<file path="src/rtl/aes_pkg.sv">
// Shared AES definitions: round-constant seed, GF(2^8) doubling, key-schedule
// FSM encodings and the key-length legality check.
package aes_pkg;

  localparam logic [7:0] RCON_INIT = 8'h01;
  localparam logic [7:0] RCON_POLY = 8'h1B;

  localparam logic [1:0] IDLE   = 2'd0;
  localparam logic [1:0] LOAD   = 2'd1;
  localparam logic [1:0] EXPAND = 2'd2;
  localparam logic [1:0] DONE   = 2'd3;

  function automatic logic [7:0] xtime(input logic [7:0] b);
    logic [7:0] r;
    if (b[7]) begin
      r = {b[6:0], 1'b0} ^ RCON_POLY;
    end else begin
      r = {b[6:0], 1'b0};
    end
    return r;
  endfunction

  function automatic bit legal_nk(input int nk);
    return (nk == 4) || (nk == 6) || (nk == 8);
  endfunction

endpackage

</file>
<file path="src/rtl/aes_sbox.sv">
// Combinational AES S-box: multiplicative inverse in GF(2^8) followed by the
// affine transform. Computed rather than tabulated so it can be shared freely.
module aes_sbox
  import aes_pkg::*;
(
  input  logic [7:0] a,
  output logic [7:0] y
);

  function automatic logic [7:0] gf_mul(input logic [7:0] m, input logic [7:0] n);
    logic [7:0] p;
    logic [7:0] x;
    p = 8'h00;
    x = m;
    for (int i = 0; i < 8; i++) begin
      if (n[i]) begin
        p = p ^ x;
      end else begin
        p = p;
      end
      x = xtime(x);
    end
    return p;
  endfunction

  // x^254 == x^-1 for nonzero x, and maps 0 to 0 as the S-box requires
  function automatic logic [7:0] gf_inv(input logic [7:0] m);
    logic [7:0] r;
    r = m;
    for (int i = 0; i < 6; i++) begin
      r = gf_mul(gf_mul(r, r), m);
    end
    return gf_mul(r, r);
  endfunction

  logic [7:0] inv_s;

  // inverse followed by the affine transform
  always_comb begin
    inv_s = gf_inv(a);
    y = inv_s ^ {inv_s[6:0], inv_s[7]} ^ {inv_s[5:0], inv_s[7:6]}
              ^ {inv_s[4:0], inv_s[7:5]} ^ {inv_s[3:0], inv_s[7:4]} ^ 8'h63;
  end

endmodule

</file>
<file path="src/rtl/aes_key_sched.sv">
// Iterative AES key expansion: one schedule word per accepted beat, Rcon
// generated in-register by GF(2^8) doubling. NK selects AES-128/192/256.
module aes_key_sched
  import aes_pkg::*;
#(
  parameter int NK = 4
) (
  input  logic             clk,
  input  logic             rst,
  input  logic             start,
  input  logic [32*NK-1:0] key_in,
  input  logic             word_ready,
  output logic             word_valid,
  output logic [31:0]      word_out,
  output logic [5:0]       word_idx,
  output logic [3:0]       round_idx,
  output logic             busy,
  output logic             done
);

  localparam int NR = NK + 6;
  localparam int NW = 4 * (NR + 1);
  localparam logic [5:0] NK_W     = 6'(NK);
  localparam logic [6:0] NW_W     = 7'(NW);
  localparam logic [5:0] LAST_IDX = 6'(NW - 1);
  localparam logic [5:0] LAST_KEY = 6'(NK - 1);
  localparam logic [2:0] POS_LAST = 3'(NK - 1);

  if (!legal_nk(NK)) begin : g_bad_nk
    $error("aes_key_sched: NK must be 4, 6 or 8");
  end

  // Together with word_out this holds the last NK words; window_r[0] is w[i-NK+1].
  logic [31:0] window_r [NK-1];
  logic [1:0]  state_r;
  logic [7:0]  rcon_r;
  logic [2:0]  pos_r;

  logic        accept_s;
  logic        rcon_adv_s;
  logic [5:0]  idx_nx_s;
  logic [2:0]  pos_nx_s;
  logic [31:0] sub_in_s;
  logic [31:0] sub_out_s;
  logic [31:0] temp_s;
  logic [31:0] next_word_s;

  for (genvar b = 0; b < 4; b++) begin : g_subword
    aes_sbox u_sbox (.a(sub_in_s[8*b +: 8]), .y(sub_out_s[8*b +: 8]));
  end

  // next-word datapath: w[n] from the window and w[n-1] (currently in word_out)
  always_comb begin
    accept_s   = word_valid && word_ready;
    idx_nx_s   = word_idx + 6'd1;
    pos_nx_s   = (pos_r == POS_LAST) ? 3'd0 : pos_r + 3'd1;
    rcon_adv_s = accept_s && (pos_r == 3'd0) && (word_idx >= NK_W)
                 && (({1'b0, word_idx} + {1'b0, NK_W}) < NW_W);
    if (pos_nx_s == 3'd0) begin
      sub_in_s = {word_out[23:0], word_out[31:24]};
    end else begin
      sub_in_s = word_out;
    end
    if (idx_nx_s < NK_W) begin
      temp_s = 32'h0000_0000;
    end else if (pos_nx_s == 3'd0) begin
      temp_s = sub_out_s ^ {rcon_r, 24'h00_0000};
    end else if ((NK == 8) && (pos_nx_s == 3'd4)) begin
      temp_s = sub_out_s;
    end else begin
      temp_s = word_out;
    end
    next_word_s = window_r[0] ^ temp_s;
  end

  // FSM, window shift, Rcon generator and registered outputs
  always_ff @(posedge clk) begin
    if (rst) begin
      state_r    <= IDLE;
      rcon_r     <= RCON_INIT;
      pos_r      <= 3'd0;
      word_valid <= 1'b0;
      word_out   <= 32'h0000_0000;
      word_idx   <= 6'd0;
      round_idx  <= 4'd0;
      busy       <= 1'b0;
      done       <= 1'b0;
      for (int k = 0; k < NK-1; k++) begin
        window_r[k] <= 32'h0000_0000;
      end
    end else begin
      case (state_r)
        IDLE: begin
          done <= 1'b0;
          if (start) begin
            for (int k = 0; k < NK-1; k++) begin
              window_r[k] <= key_in[32*(NK-1-k)-1 -: 32];
            end
            word_out   <= key_in[32*NK-1 -: 32];
            word_idx   <= 6'd0;
            round_idx  <= 4'd0;
            pos_r      <= 3'd0;
            rcon_r     <= RCON_INIT;
            word_valid <= 1'b1;
            busy       <= 1'b1;
            state_r    <= LOAD;
          end
        end
        LOAD, EXPAND: begin
          if (accept_s) begin
            for (int k = 0; k < NK-2; k++) begin
              window_r[k] <= window_r[k+1];
            end
            window_r[NK-2] <= word_out;
            if (rcon_adv_s) begin
              rcon_r <= xtime(rcon_r);
            end
            if (word_idx == LAST_IDX) begin
              word_valid <= 1'b0;
              busy       <= 1'b0;
              done       <= 1'b1;
              state_r    <= DONE;
            end else begin
              word_out  <= next_word_s;
              word_idx  <= idx_nx_s;
              round_idx <= idx_nx_s[5:2];
              pos_r     <= pos_nx_s;
              if ((state_r == LOAD) && (word_idx == LAST_KEY)) begin
                state_r <= EXPAND;
              end
            end
          end
        end
        DONE: begin
          done    <= 1'b0;
          state_r <= IDLE;
        end
        default: begin
          state_r <= IDLE;
        end
      endcase
    end
  end

endmodule

</file>
<file path="config.mk">
export PLATFORM = sky130hd
export DESIGN_NAME = aes_key_sched
export DESIGN_NICKNAME = d
export VERILOG_FILES = /design/src/rtl/aes_pkg.sv /design/src/rtl/aes_sbox.sv /design/src/rtl/aes_key_sched.sv
export SDC_FILE = /design/constraint.sdc
export NUM_CORES = 2
export LEC_CHECK = 0
export ABC_CLOCK_PERIOD_IN_PS = 25600
export CORE_MARGIN = 5
export CORE_UTILIZATION = 24
export DETAILED_ROUTE_END_ITERATION = 6
export PLACE_DENSITY = 0.36
export SYNTH_ARGS = -nofsm -noshare
export SYNTH_HDL_FRONTEND = slang
export SYNTH_SLANG_ARGS = --single-unit
</file>
<file path="constraint.sdc">
create_clock -name clk -period 25.6 [get_ports clk]
set_input_delay 6.4 -clock clk [delete_from_list [all_inputs] [get_ports clk]]
set_output_delay 6.4 -clock clk [all_outputs]
set_load 0.02 [all_outputs]
</file>
==> impl_metrics.py <==
metrics = {
    "worst_setup_path": {
        "crit_required_ns": 26.01,
        "cp.arrival_ns": 24.61,
        "worst_r2r_path_depth": 84,
        "cp_common_cell": "xnor3_1",
        "critPathLaunch": "pos_r[0]$_SDFFE_PP0P_",
        "slowest_stage": "xnor3_1",
        "r2r-end": "word_out[16]$_SDFFE_PP0P_",
        "path_class": "flop to flop",
        "regToRegStartpoint": "pos_r[0]$_SDFFE_PP0P_",
        "slowest_delay_ns": 0.62,
        "end_kind": "flop",
        "rrSetupSlack_ns": 1.40,
        "critPathMaxFanout": 23,
        "critPathCapture": "word_out[16]$_SDFFE_PP0P_",
        "start_kind": "flop",
    },
    "layout": {
        "final_cell_area_um2": 72500,
        "fin_nets": 8223,
        "seqCellArea_um2": 3940,
        "final-instance-count-excl-fill": 11600,
        "syn2layout_area_growth_pct": 12.6,
        "drive_above_1_share": 0.125,
        "multi_input_area_um2": 57600,
        "fillCellCount": 28900,
    },
    "synth": {
        "synthTopCellsByArea": "xnor2_1 18%, xnor3_1 13%, xor2_1 7.2%, nor2_1 6.5%, edfxtp_1 4.5%",
        "seq_area_frac_synth": 0.0613,
        "yosysMostFrequentCell": "xnor2_1",
        "syn_nets": 8139,
        "netlist_instances": 7971,
        "synth_ff_type": "edfxtp_1",
        "synth.top_cells.by_count": "1,316 x xnor2_1, 1,113 x nor2_1, 734 x nand2_1",
        "post-synth-top-area-cell": "xnor2_1",
        "yosys.cell_types.count": 152,
        "async_flop_share": 0,
        "synth.top_cell.area_share": 0.179,
        "ys_ff_latch": 149,
        "ys_warn_count": 0,
        "synth.avg_cell_area_um2": 8.07,
        "synth_edf_count": 96,
        "netlist_area_um2": 64400,
    },
    "floorplanning": {
        "row_count": 190,
        "io_pins": 177,
        "start_util": 0.241,
        "dieArea_um2": 279000,
        "chipWidth_um": 528,
        "core_area_um2": 267000,
        "die_h_um": 528,
    },
    "route": {
        "drt_iter0_drc": 4430,
        "viasPerCell": 5.03,
        "ant_nets": 0,
        "drt_wl_total_mm": 266,
        "dr.pass1.iters": 6,
        "wl_per_cell_um": 22.9,
        "dr_wl_met3_mm": 9.34,
        "drc": 0,
        "dr_wl_met2_mm": 126,
        "vias": 58400,
        "routed.top_layer": "met5",
        "wl_met1_mm": 123,
    },
    "global_routing": {
        "grt_max_degree": 64,
        "grt_pass1_vias": 56800,
        "antenna_found_initial": 15,
        "track_usage": 0.182,
        "grt_pass1_wl_mm": 392,
        "grt_overflow_total": 0,
    },
    "clocking": {
        "clock_sinks": 149,
        "clockBufferDepth": 3,
        "cts_root_buffer": "clkbuf_16",
        "tritoncts": "built",
        "cts_max_level": 4,
        "clk_pin_slew_ns": 0.06,
        "cts_buffers": 25,
        "worst_skew_pair.late_latency_ns": 0.56,
    },
    "place": {
        "gp_congestion": 0.836,
        "place_area_um2": 71200,
        "io_buffers": 176,
        "placed_cells": 11600,
        "hpwl_mm": 201,
    },
    "sta": {
        "hold_viol": 0,
        "slew_viol_final": 0,
        "post-route-period-util": 0.946,
        "worst_pin_slew_ns": 1.12,
        "final.min_clock_period_ns": 24.20,
        "timing.hold.ws_ns": 0.485,
        "relSlewSlack": 0.246,
        "fmaxAchievable_mhz": 41.3,
        "finClkSkew_ns": 0.0276,
        "setup_viol": 0,
    },
    "flow_run": {
        "maxCapViolCount": 0,
    },
    "status": {
        "status": "finished clean",
    },
    "min_path": {
        "worstHoldStart": "pos_r[2]$_SDFFE_PP0P_",
        "min_path_type": "flop to flop",
    },
}
[cells by family (layout without fill, tap and decap cells)]
family,count (synthesis),count (layout),share of synthesized area
and+or+nand+nor,2621,2621,0.181
DFF,149,149,0.0613
other,0,4,0
AOI/OAI and AO/OA,1633,1633,0.171
buffers and inverters,696,785,0.0577
xor gates and xnor gates,2458,2458,0.460
adders and majority gates,36,36,0.00700
muxes,378,378,0.0620
[stage by stage]
stage / setup slack [ns] / util / TNS (ns)
detailed placement: -0.951 / 0.266 / -5.53
floorplan: 2.11 / - / 0
finish: 1.40 / 0.271 / 0
CTS: 0.0225 / 0.269 / 0
global route: -0.0197 / 0.271 / -0.0235
global placement: -0.894 / 0.266 / -4.94
[how the worst min path moves through the flow]
| stage | to | slack, ns | cells past startpoint |
|---|---|---|---|
| after CTS | pos_r[2]$_SDFFE_PP0P_ | 0.48 | 1 |
| final | pos_r[2]$_SDFFE_PP0P_ | 0.48 | 1 |
| after global placement | pos_r[2]$_SDFFE_PP0P_ | 0.48 | 1 |
| after global routing | pos_r[2]$_SDFFE_PP0P_ | 0.50 | 1 |
| after detailed placement | pos_r[2]$_SDFFE_PP0P_ | 0.47 | 1 |
| after floorplan | pos_r[2]$_SDFFE_PP0P_ | 0.46 | 1 |
[registers in the layout (all words and copies together) (netlist names)]
| signal | cells |
|---|---|
| word_idx | 5 |
| word_out | 32 |
| rcon_r | 8 |
| busy | 1 |
| pos_r | 3 |
| round_idx | 1 |
| state_r | 2 |
| done | 1 |
| window_r | 96 |
[area by class of cell]
cell class / count / share of cell area
Multi-Input combinational cell: 7126 / 0.794
Timing Repair Buffer: 661 / 0.0752
Tap cell: 3552 / 0.0613
Sequential cell: 149 / 0.0544
Clock buffer: 28 / 0.00893
Inverter: 92 / 0.00497
Clock inverter: 4 / 0.000604
Antenna cell: 4 / 0.000138
[timing repair]
| action | in CTS | in global routing |
|---|---|---|
| buffers inserted | 3 | 15 |
| setup endpoints to repair | 8 | 27 |
| hold buffers | 0 | 0 |
| cloned | 0 | 0 |
| pin swaps | 1 | 7 |
| gates resized for setup | 8 | 47 |
[layout by cell type (no fill, tap or decap), drive strengths merged, types with 155 or more instances in the layout]
cell           count
a21oi            432
buf              486
clkdlybuf4s50    175
mux2i            297
nand2            737
nand3            155
nor2            1125
nor3             169
o21ai            324
xnor2           1399
xnor3            434
xor2             562
[critical path: cells and delay by family, from the launching register on]
kind,cells,cell delay [ns]
mux,3,0.89
flops,1,0.48
fa+ha+maj,4,1.16
compound gates,11,2.21
simple gates,19,4.41
xor+xnor,36,12.30
buf+inv,11,2.53
[layer usage]
layer | global-route usage | vias to the layer above
met2 | 0.311 | 1411
li1 | - | 28000
met5 | 0 | -
met4 | 0.0427 | 2
met3 | 0.0116 | 204
met1 | 0.251 | 28800
Power is left out: the tool's default activity adds up to more than one toggle a clock period on the data nets, which glitch-free logic cannot reach.
